<file path="config.mk">
export PLATFORM = sky130hd
export DESIGN_NAME = idexe_hazard_stage
export DESIGN_NICKNAME = d
export VERILOG_FILES = /design/src/rtl/pipe_pkg.sv /design/src/rtl/fwd_select.sv /design/src/rtl/idexe_hazard_stage.sv
export SDC_FILE = /design/constraint.sdc
export NUM_CORES = 1
export LEC_CHECK = 0
export CAP_MARGIN = 5
export CORE_ASPECT_RATIO = 0.6
export CORE_MARGIN = 3
export CORE_UTILIZATION = 35
export DETAILED_ROUTE_END_ITERATION = 7
export GPL_TIMING_DRIVEN = 0
export HOLD_SLACK_MARGIN = 0.05
export PLACE_DENSITY = 0.69
export SLEW_MARGIN = 20
export SYNTH_ARGS = -nofsm -noshare
export SYNTH_HDL_FRONTEND = slang
export SYNTH_HIERARCHICAL = 1
export SYNTH_SLANG_ARGS = --single-unit
</file>
<file path="constraint.sdc">
create_clock -name CLOCK -period 2.7 [get_ports CLOCK]
set_input_delay 0.405 -clock CLOCK [delete_from_list [all_inputs] [get_ports CLOCK]]
set_output_delay 0.405 -clock CLOCK [all_outputs]
set_load 0.1 [all_outputs]
</file>
<file path="src/rtl/pipe_pkg.sv">
// Shared pipeline definitions: bubble opcode, the hardwired-zero register and
// the control bundle carried through the ID/EXE register.
package pipe_pkg;

  localparam logic [5:0] NOP_ALUCTRL = 6'h00;
  localparam logic [4:0] REG_ZERO    = 5'd0;

  typedef struct packed {
    logic [5:0] ALUControl;
    logic [4:0] ShiftAmount;
    logic [4:0] WriteReg;
    logic       RegWrite;
    logic       MemRead;
    logic       Valid;
  } idexe_ctrl_t;

endpackage

</file>
<file path="src/rtl/fwd_select.sv">
// Per-operand RAW resolution: priority EXE > MEM > WB > register file.
// exeMatch is exported so the caller can detect load-use hazards.
module fwd_select
  import pipe_pkg::*;
(
  input  logic        useSrc,
  input  logic [4:0]  srcReg,
  input  logic [31:0] idData,
  input  logic        exeWrite,
  input  logic [4:0]  exeDest,
  input  logic        exeLoad,
  input  logic [31:0] exeData,
  input  logic        memWrite,
  input  logic [4:0]  memDest,
  input  logic [31:0] memData,
  input  logic        wbWrite,
  input  logic [4:0]  wbDest,
  input  logic [31:0] wbData,
  output logic        exeMatch,
  output logic [31:0] fwdData
);

  logic live;
  logic memMatch;
  logic wbMatch;

  assign live     = useSrc && (srcReg != REG_ZERO);
  assign exeMatch = live && exeWrite && (exeDest == srcReg);
  assign memMatch = live && memWrite && (memDest == srcReg);
  assign wbMatch  = live && wbWrite  && (wbDest  == srcReg);

  // A load in EXE has no data yet; the stage stalls, so falling through is harmless.
  always_comb begin
    fwdData = idData;
    if (exeMatch && !exeLoad) fwdData = exeData;
    else if (memMatch)        fwdData = memData;
    else if (wbMatch)         fwdData = wbData;
  end

endmodule

</file>
<file path="src/rtl/idexe_hazard_stage.sv">
// ID/EXE pipeline register with capture-time forwarding, load-use stall and
// bubble insertion, plus a saturating stall counter.
module idexe_hazard_stage #(
  parameter logic [5:0] NOP_ALUCTRL = pipe_pkg::NOP_ALUCTRL,
  parameter int         CNT_W       = 32
) (
  input  logic             CLOCK,
  input  logic             RESET,
  input  logic             ID_Valid_IN,
  input  logic [31:0]      ID_OperandA_IN,
  input  logic [31:0]      ID_OperandB_IN,
  input  logic [4:0]       ID_RegA_IN,
  input  logic [4:0]       ID_RegB_IN,
  input  logic             ID_UseA_IN,
  input  logic             ID_UseB_IN,
  input  logic [5:0]       ID_ALUControl_IN,
  input  logic [4:0]       ID_ShiftAmount_IN,
  input  logic [4:0]       ID_WriteReg_IN,
  input  logic             ID_RegWrite_IN,
  input  logic             ID_MemRead_IN,
  input  logic [31:0]      EXE_ALUResult_IN,
  input  logic [4:0]       MEM_WriteReg_IN,
  input  logic             MEM_RegWrite_IN,
  input  logic [31:0]      MEM_Data_IN,
  input  logic [4:0]       WB_WriteReg_IN,
  input  logic             WB_RegWrite_IN,
  input  logic [31:0]      WB_Data_IN,
  input  logic             Flush_IN,
  output logic             Stall_OUT,
  output logic             Valid_OUT,
  output logic [31:0]      OperandA_OUT,
  output logic [31:0]      OperandB_OUT,
  output logic [5:0]       ALUControl_OUT,
  output logic [4:0]       ShiftAmount_OUT,
  output logic [4:0]       WriteReg_OUT,
  output logic             RegWrite_OUT,
  output logic             MemRead_OUT,
  output logic [CNT_W-1:0] StallCount_OUT
);

  localparam pipe_pkg::idexe_ctrl_t BUBBLE = '{NOP_ALUCTRL, 5'd0, 5'd0, 1'b0, 1'b0, 1'b0};

  pipe_pkg::idexe_ctrl_t ctrlQ, ctrlD;
  logic [31:0]      operandAQ, operandBQ, operandAD, operandBD;
  logic [31:0]      fwdA, fwdB;
  logic             exeMatchA, exeMatchB;
  logic             exeWrite;
  logic             hazard;
  logic [CNT_W-1:0] stallCount;

  assign exeWrite = ctrlQ.Valid && ctrlQ.RegWrite;

  fwd_select u_fwdA (
    .useSrc(ID_UseA_IN), .srcReg(ID_RegA_IN), .idData(ID_OperandA_IN),
    .exeWrite(exeWrite), .exeDest(ctrlQ.WriteReg), .exeLoad(ctrlQ.MemRead),
    .exeData(EXE_ALUResult_IN),
    .memWrite(MEM_RegWrite_IN), .memDest(MEM_WriteReg_IN), .memData(MEM_Data_IN),
    .wbWrite(WB_RegWrite_IN), .wbDest(WB_WriteReg_IN), .wbData(WB_Data_IN),
    .exeMatch(exeMatchA), .fwdData(fwdA)
  );

  fwd_select u_fwdB (
    .useSrc(ID_UseB_IN), .srcReg(ID_RegB_IN), .idData(ID_OperandB_IN),
    .exeWrite(exeWrite), .exeDest(ctrlQ.WriteReg), .exeLoad(ctrlQ.MemRead),
    .exeData(EXE_ALUResult_IN),
    .memWrite(MEM_RegWrite_IN), .memDest(MEM_WriteReg_IN), .memData(MEM_Data_IN),
    .wbWrite(WB_RegWrite_IN), .wbDest(WB_WriteReg_IN), .wbData(WB_Data_IN),
    .exeMatch(exeMatchB), .fwdData(fwdB)
  );

  assign hazard    = ID_Valid_IN && ctrlQ.MemRead && (exeMatchA || exeMatchB);
  // A flush kills the consumer, so there is nothing left to stall for.
  assign Stall_OUT = RESET && hazard && !Flush_IN;

  always_comb begin
    ctrlD     = BUBBLE;
    operandAD = '0;
    operandBD = '0;
    if (!Flush_IN && !hazard) begin
      ctrlD.ALUControl  = ID_ALUControl_IN;
      ctrlD.ShiftAmount = ID_ShiftAmount_IN;
      ctrlD.WriteReg    = ID_WriteReg_IN;
      ctrlD.RegWrite    = ID_RegWrite_IN && ID_Valid_IN;
      ctrlD.MemRead     = ID_MemRead_IN && ID_Valid_IN;
      ctrlD.Valid       = ID_Valid_IN;
      operandAD         = fwdA;
      operandBD         = fwdB;
    end
  end

  always_ff @(posedge CLOCK or negedge RESET) begin
    if (!RESET) begin
      ctrlQ      <= BUBBLE;
      operandAQ  <= '0;
      operandBQ  <= '0;
      stallCount <= '0;
    end else begin
      ctrlQ     <= ctrlD;
      operandAQ <= operandAD;
      operandBQ <= operandBD;
      if (Stall_OUT && (stallCount != {CNT_W{1'b1}})) stallCount <= stallCount + 1'b1;
    end
  end

  assign Valid_OUT       = ctrlQ.Valid;
  assign RegWrite_OUT    = ctrlQ.RegWrite;
  assign MemRead_OUT     = ctrlQ.MemRead;
  assign WriteReg_OUT    = ctrlQ.WriteReg;
  assign ALUControl_OUT  = ctrlQ.ALUControl;
  assign ShiftAmount_OUT = ctrlQ.ShiftAmount;
  assign OperandA_OUT    = operandAQ;
  assign OperandB_OUT    = operandBQ;
  assign StallCount_OUT  = stallCount;

endmodule
</file>
* Word level (Yosys, flattened, before mapping)
Index checks and enable logic that the tools add are counted.
** Word-level totals
- Register bits after elaboration :: 115
- Latch bits :: 0
- RAM bits :: 0
- ROM bits :: 0
- Bits of input ports :: 206
- Output and inout bits :: 116
- Logic and storage cells :: 57
- Memories kept :: 0
** Operators by class
- $add $sub $neg :: 1
- $mul :: 0
- Div/mod/pow operators :: 0
- Order comparisons :: 0
- Eq/ne operators :: 7
- Shifts and indexed selects :: 0
- Mux-type cells :: 9
- Bitwise gates (word level) :: 0
- Reductions and logical operators :: 31
** Operator list (number)
- two-way mux 32 bit :: 8
- adder 32 x 1 -> 32 bit, second input constant :: 1
- inequality test 32 bit, second input constant :: 1
- equality test 5 bit :: 6
- logical AND 1 bit :: 25
- two-way mux 19 bit :: 1
- nonzero test 5 bit :: 2
- zero test 1 bit :: 3
- logical OR 1 bit :: 1

* Longest topological paths before layout
- Depth in word-level cells :: 9
- Depth in mapped cells :: 9

* Hierarchy
The synthesis kept the hierarchy.
** Modules (own cells, without submodules)
- idexe_hazard_stage :: times used 1, cells an instance 332, area each 4232.8 µm², sequential area each 2877.8 µm²
- fwd_select :: times used 2, cells an instance 212, area each 1473.9 µm², sequential area each 0.0 µm²

* Least setup slack after synthesis
Ideal clock, no wire load.
- Path type :: register -> register
- Start :: reg ctrlQ (netlist bit WriteReg_OUT[2])
- End :: reg stallCount[28] (netlist: StallCount_OUT[28])
- Arrival :: 3.954 ns
- Data required time :: 2.537 ns
- Slack :: -1.417 ns
- Cell stages (with the launch flop) :: 9
- Buffers on the path :: 0
- Period minus slack after synthesis :: 4.117 ns
- Cells stage by stage :: dfrtp_1 > xnor2_1 > nand4_1 > nor3_1 > o211ai_1 > nor3b_2 > o2111ai_1 > nor3_1 > xor2_1
** Between the ends
- Cells in the longest elaborated chain, start to end :: 7
- Elaborated cells on any way between the ends :: 9
- Classes of those cells :: 2 x eq/ne; 7 x reduce/logical
** RTL lines
- from (decl) :: RTL line idexe_hazard_stage.sv:43 : pipe_pkg::idexe_ctrl_t ctrlQ, ctrlD;
- from (signal assigned) :: RTL line idexe_hazard_stage.sv:98 : ctrlQ <= ctrlD;
- equality test 5 bit :: RTL line fwd_select.sv:28 : assign exeMatch = live && exeWrite && (exeDest == srcReg);
- logical AND 1 bit :: RTL line fwd_select.sv:28
- net exeMatchB :: RTL line idexe_hazard_stage.sv:46 : logic exeMatchA, exeMatchB;
- logical OR 1 bit :: RTL line idexe_hazard_stage.sv:71 : assign hazard = ID_Valid_IN && ctrlQ.MemRead && (exeMatchA || exeMatchB);
- logical AND 1 bit :: RTL line idexe_hazard_stage.sv:71
- logical AND 1 bit (2 in series) :: RTL line idexe_hazard_stage.sv:73 : assign Stall_OUT = RESET && hazard && !Flush_IN;
- net Stall_OUT :: RTL line idexe_hazard_stage.sv:29 : output logic Stall_OUT,
- logical AND 1 bit :: RTL line idexe_hazard_stage.sv:101 : if (Stall_OUT && (stallCount != {CNT_W{1'b1}})) stallCount <= stallCount + 1'b1;
- to (signal assigned) :: RTL line idexe_hazard_stage.sv:101
- to (decl) :: RTL line idexe_hazard_stage.sv:49 : logic [CNT_W-1:0] stallCount;
The timed path passes the listed nets, and every way through them passes these cells.
A chain may end at the register's enable or synchronous reset.

* Final worst setup path
- Start :: reg ctrlQ (netlist bit WriteReg_OUT[2])
- End :: out Stall_OUT
** Between the ends
- Cells in the longest elaborated chain, start to end :: 6
- Elaborated cells on any way between the ends :: 8
- Classes of those cells :: 2 x eq/ne; 6 x reduce/logical
** RTL lines (RTL line)
- equality test 5 bit :: fwd_select.sv:28
- logical AND 1 bit :: fwd_select.sv:28
- net exeMatchB :: idexe_hazard_stage.sv:46
- logical OR 1 bit :: idexe_hazard_stage.sv:71
- logical AND 1 bit :: idexe_hazard_stage.sv:71
- logical AND 1 bit (2 in series) :: idexe_hazard_stage.sv:73
- to (decl) :: idexe_hazard_stage.sv:29
The timed path passes the listed nets, and every way through them passes these cells.

==> out/results.ini <==
[critical_path]
reg2reg_slack_ns=0.14
ff2ff_path_depth=10
r2r-end=StallCount_OUT[30]$_DFFE_PN0P_
crit_type=register to output pin
cp.arrival_ns=2.18
crit_path_end_kind=output pin
r2r-start=WriteReg_OUT[2]$_DFF_PN0_
critPathRequiredTime_ns=2.30
crit_fanout=3
start_kind=register

[power]
power_leakage_uw=0.00487
cellPowerDensity_mw_per_mm2=502
peakVddDrop_mv=0.388
finalPower_uw=5830

[placed_design]
port_buffers=321
dp_cells=1344
gp_congestion=0.921
hpwl_um=23100
pre_cts_ws_ns=-1.15

[floorplan]
fp-row-count=39
start_util_pct=36.7
ios=322
design.core.area_mm2=0.0196
die-area_mm2=0.0223
die_width_um=191
die_h_um=117

[timing]
fmax_mhz=387
rsz0062_at_grt=no
setup_viol=0
min_period_over_period_pct=95.8
fin_ws_ns=0.114
maxSlewViolCount=0
tightest_slew_ns=1.07
fin_tns_setup_ns=0
period_minus_slack_ns=2.59
slew_headroom_pct=28.8
finalClockSkew_ns=0.0112
hold_violations=0

[grt]
grt_pass1_wl_um=44800
grt_start_max_net_pins=62
grtUsageTotal_pct=26.9
gr-total-overflow=0
grt_pass1_vias=7251
antenna_found_initial=1

[drt]
drt_iter0_markers=562
viasPerCell=5.32
wl_per_cell_um=22.3
ant_nets=0
first_pass_iters=5
dr_total_vias=7338
drc=0
totalWireLength_um=30800

[clocking]
clkLatencyLatePin_ns=0.41
root_buffer=clkbuf_16
cts_made_buffers=17
clock_sink_count=115
cts_tree=yes
h-tree-depth=4
cts_buffer_depth=2
cts.clk_slew.worst_paths_ns=0.06

[cells_and_area]
drive_above_1_share_pct=15.3
final_common_cell=clkdlybuf4s50_1
area_growth_pct=62.0
nNetsFinal=1307
layout.cells.non_filler=1380
final_cell_mix=309 x clkdlybuf4s50_1, 107 x dfrtp_1, 86 x and2_1

[min_path]
min-delay-start=StallCount_OUT[7]$_DFFE_PN0P_
whs_path_depth=1
min_to=StallCount_OUT[7]$_DFFE_PN0P_
hold_class=register to register

[synthesis]
yosysWarnings=6
synth_edf_count=0
ys.flop_type=dfrtp_1
synth_area_leaders=dfrtp_1 40%, a211oi_2 10%, and2_1 7.5%
ys_ff_latch=115
synthArstFlopShare_pct=100
netlist-cell-type-count=41
ys_seq_area_share_pct=40.1
syn_inst=756
synth_top_area_cell=dfrtp_1
synth_area_mm2=0.00718
synth_nets=963
avgSynthCellArea_um2=9.50
yosysTopAreaCellShare_pct=40.1

[flow_run]
drv_cap=0

[outcome]
status=finished, final reports clean

==> stage by stage <==
| stage | hold WS, ns | utilization (%) | area (µm²) |
|---|---|---|---|
| after global placement | 0.482 | 55.6 | 10900 |
| after detailed placement | 0.430 | 55.8 | 10900 |
| final | 0.492 | 59.4 | 11600 |
| after CTS | 0.493 | 59.4 | 11600 |
| after floorplan | 0.109 | - | 7330 |
| after global routing | 0.511 | 59.4 | 11600 |
==> cell type report <==
cell class,instances,area [µm²]
fill,1666,7940
clock inverter,12,204
timing repair buffer,325,3280
buffer,57,342
antenna,1,2.50
tap,266,333
clock buffer,20,457
multi-input combinational,515,3850
inverter,69,259
sequential,115,2910
==> repair_timing <==
item,CTS,global route
hold buffers,1,0
hold endpoints to repair,59,0
setup buffers,2,0
pin swaps,2,2
gates resized for setup,26,4
setup endpoints to repair,74,86
==> routing by layer <==
metal  track usage (%)  routed length (µm)
met1              37.3               13400
met2              41.7               13600
met5                 0                  13
met3              8.30                3340
met4              5.62                 340
==> worst max-delay path by stage <==
| stage | start | endpoint | slack, ns | cells after the start |
|---|---|---|---|---|
| floorplan | WriteReg_OUT[4]$_DFF_PN0_ | StallCount_OUT[13]$_DFFE_PN0P_ | -0.39 | 9 |
| global placement | RESET | Stall_OUT | -4.73 | 3 |
| detailed placement | ID_RegA_IN[3] | Stall_OUT | -1.15 | 7 |
| CTS | ID_RegB_IN[2] | Stall_OUT | 0.004 | 8 |
| global route | WriteReg_OUT[1]$_DFF_PN0_ | Stall_OUT | 0.005 | 7 |
| finish | WriteReg_OUT[2]$_DFF_PN0_ | Stall_OUT | 0.11 | 7 |
==> where the power goes <==
part           switching [µW]  internal, µW  total, µW
Clock                     873          1690       2560
Sequential               30.2          1800       1830
Combinational             892           551       1440
==> logic make-up (layout without fill, tap and decap cells) <==
| family | after synthesis | after routing | synth area share [%] |
|---|---|---|---|
| AO/OA/AOI/OAI | 263 | 263 | 28.6 |
| AND/OR/NAND/NOR | 189 | 189 | 15.4 |
| buffers and inverters | 126 | 483 | 8.19 |
| flip-flops | 115 | 115 | 40.1 |
| XOR/XNOR | 60 | 60 | 7.32 |
| multiplexers | 2 | 2 | 0.314 |
| adder cells (fa/ha/maj) | 1 | 1 | 0.174 |
| other | 0 | 1 | 0 |
==> Yosys cell counts, types with 2 or more instances <==
master	n
dfrtp_1	115
and2_1	86
inv_1	69
o21a_1	64
o21ai_0	64
o22ai_1	64
a211oi_2	58
xor2_1	34
clkbuf_1	27
xnor2_1	26
nand2_1	21
buf_2	20
nor2_1	17
nor3_1	16
nand3_1	10
nand4_1	9
nor4_1	7
a211oi_1	6
buf_6	6
and3_1	4
buf_8	4
or4_1	3
or4_4	3
and3b_1	2
nand3b_1	2
o211ai_2	2
o21ai_2	2
or2_2	2
==> critical path, stage by stage (launching register included) <==
cell and delay [ns]:
dfrtp_4 0.50, xnor2_1 0.16, nand4_1 0.13, nor3_1 0.15, o211ai_1 0.12, buf_4 0.17
nor3b_4 0.32, buf_12 0.22
==> flip-flops by register name, summed over array words and instances, names as in the netlist <==
| name | count |
|---|---|
| ALUControl_OUT | 6 |
| StallCount_OUT | 32 |
| Valid_OUT | 1 |
| ShiftAmount_OUT | 5 |
| RegWrite_OUT | 1 |
| MemRead_OUT | 1 |
| OperandB_OUT | 32 |
| OperandA_OUT | 32 |
| WriteReg_OUT | 5 |
Note: power is estimated with default switching activity, not from simulation.
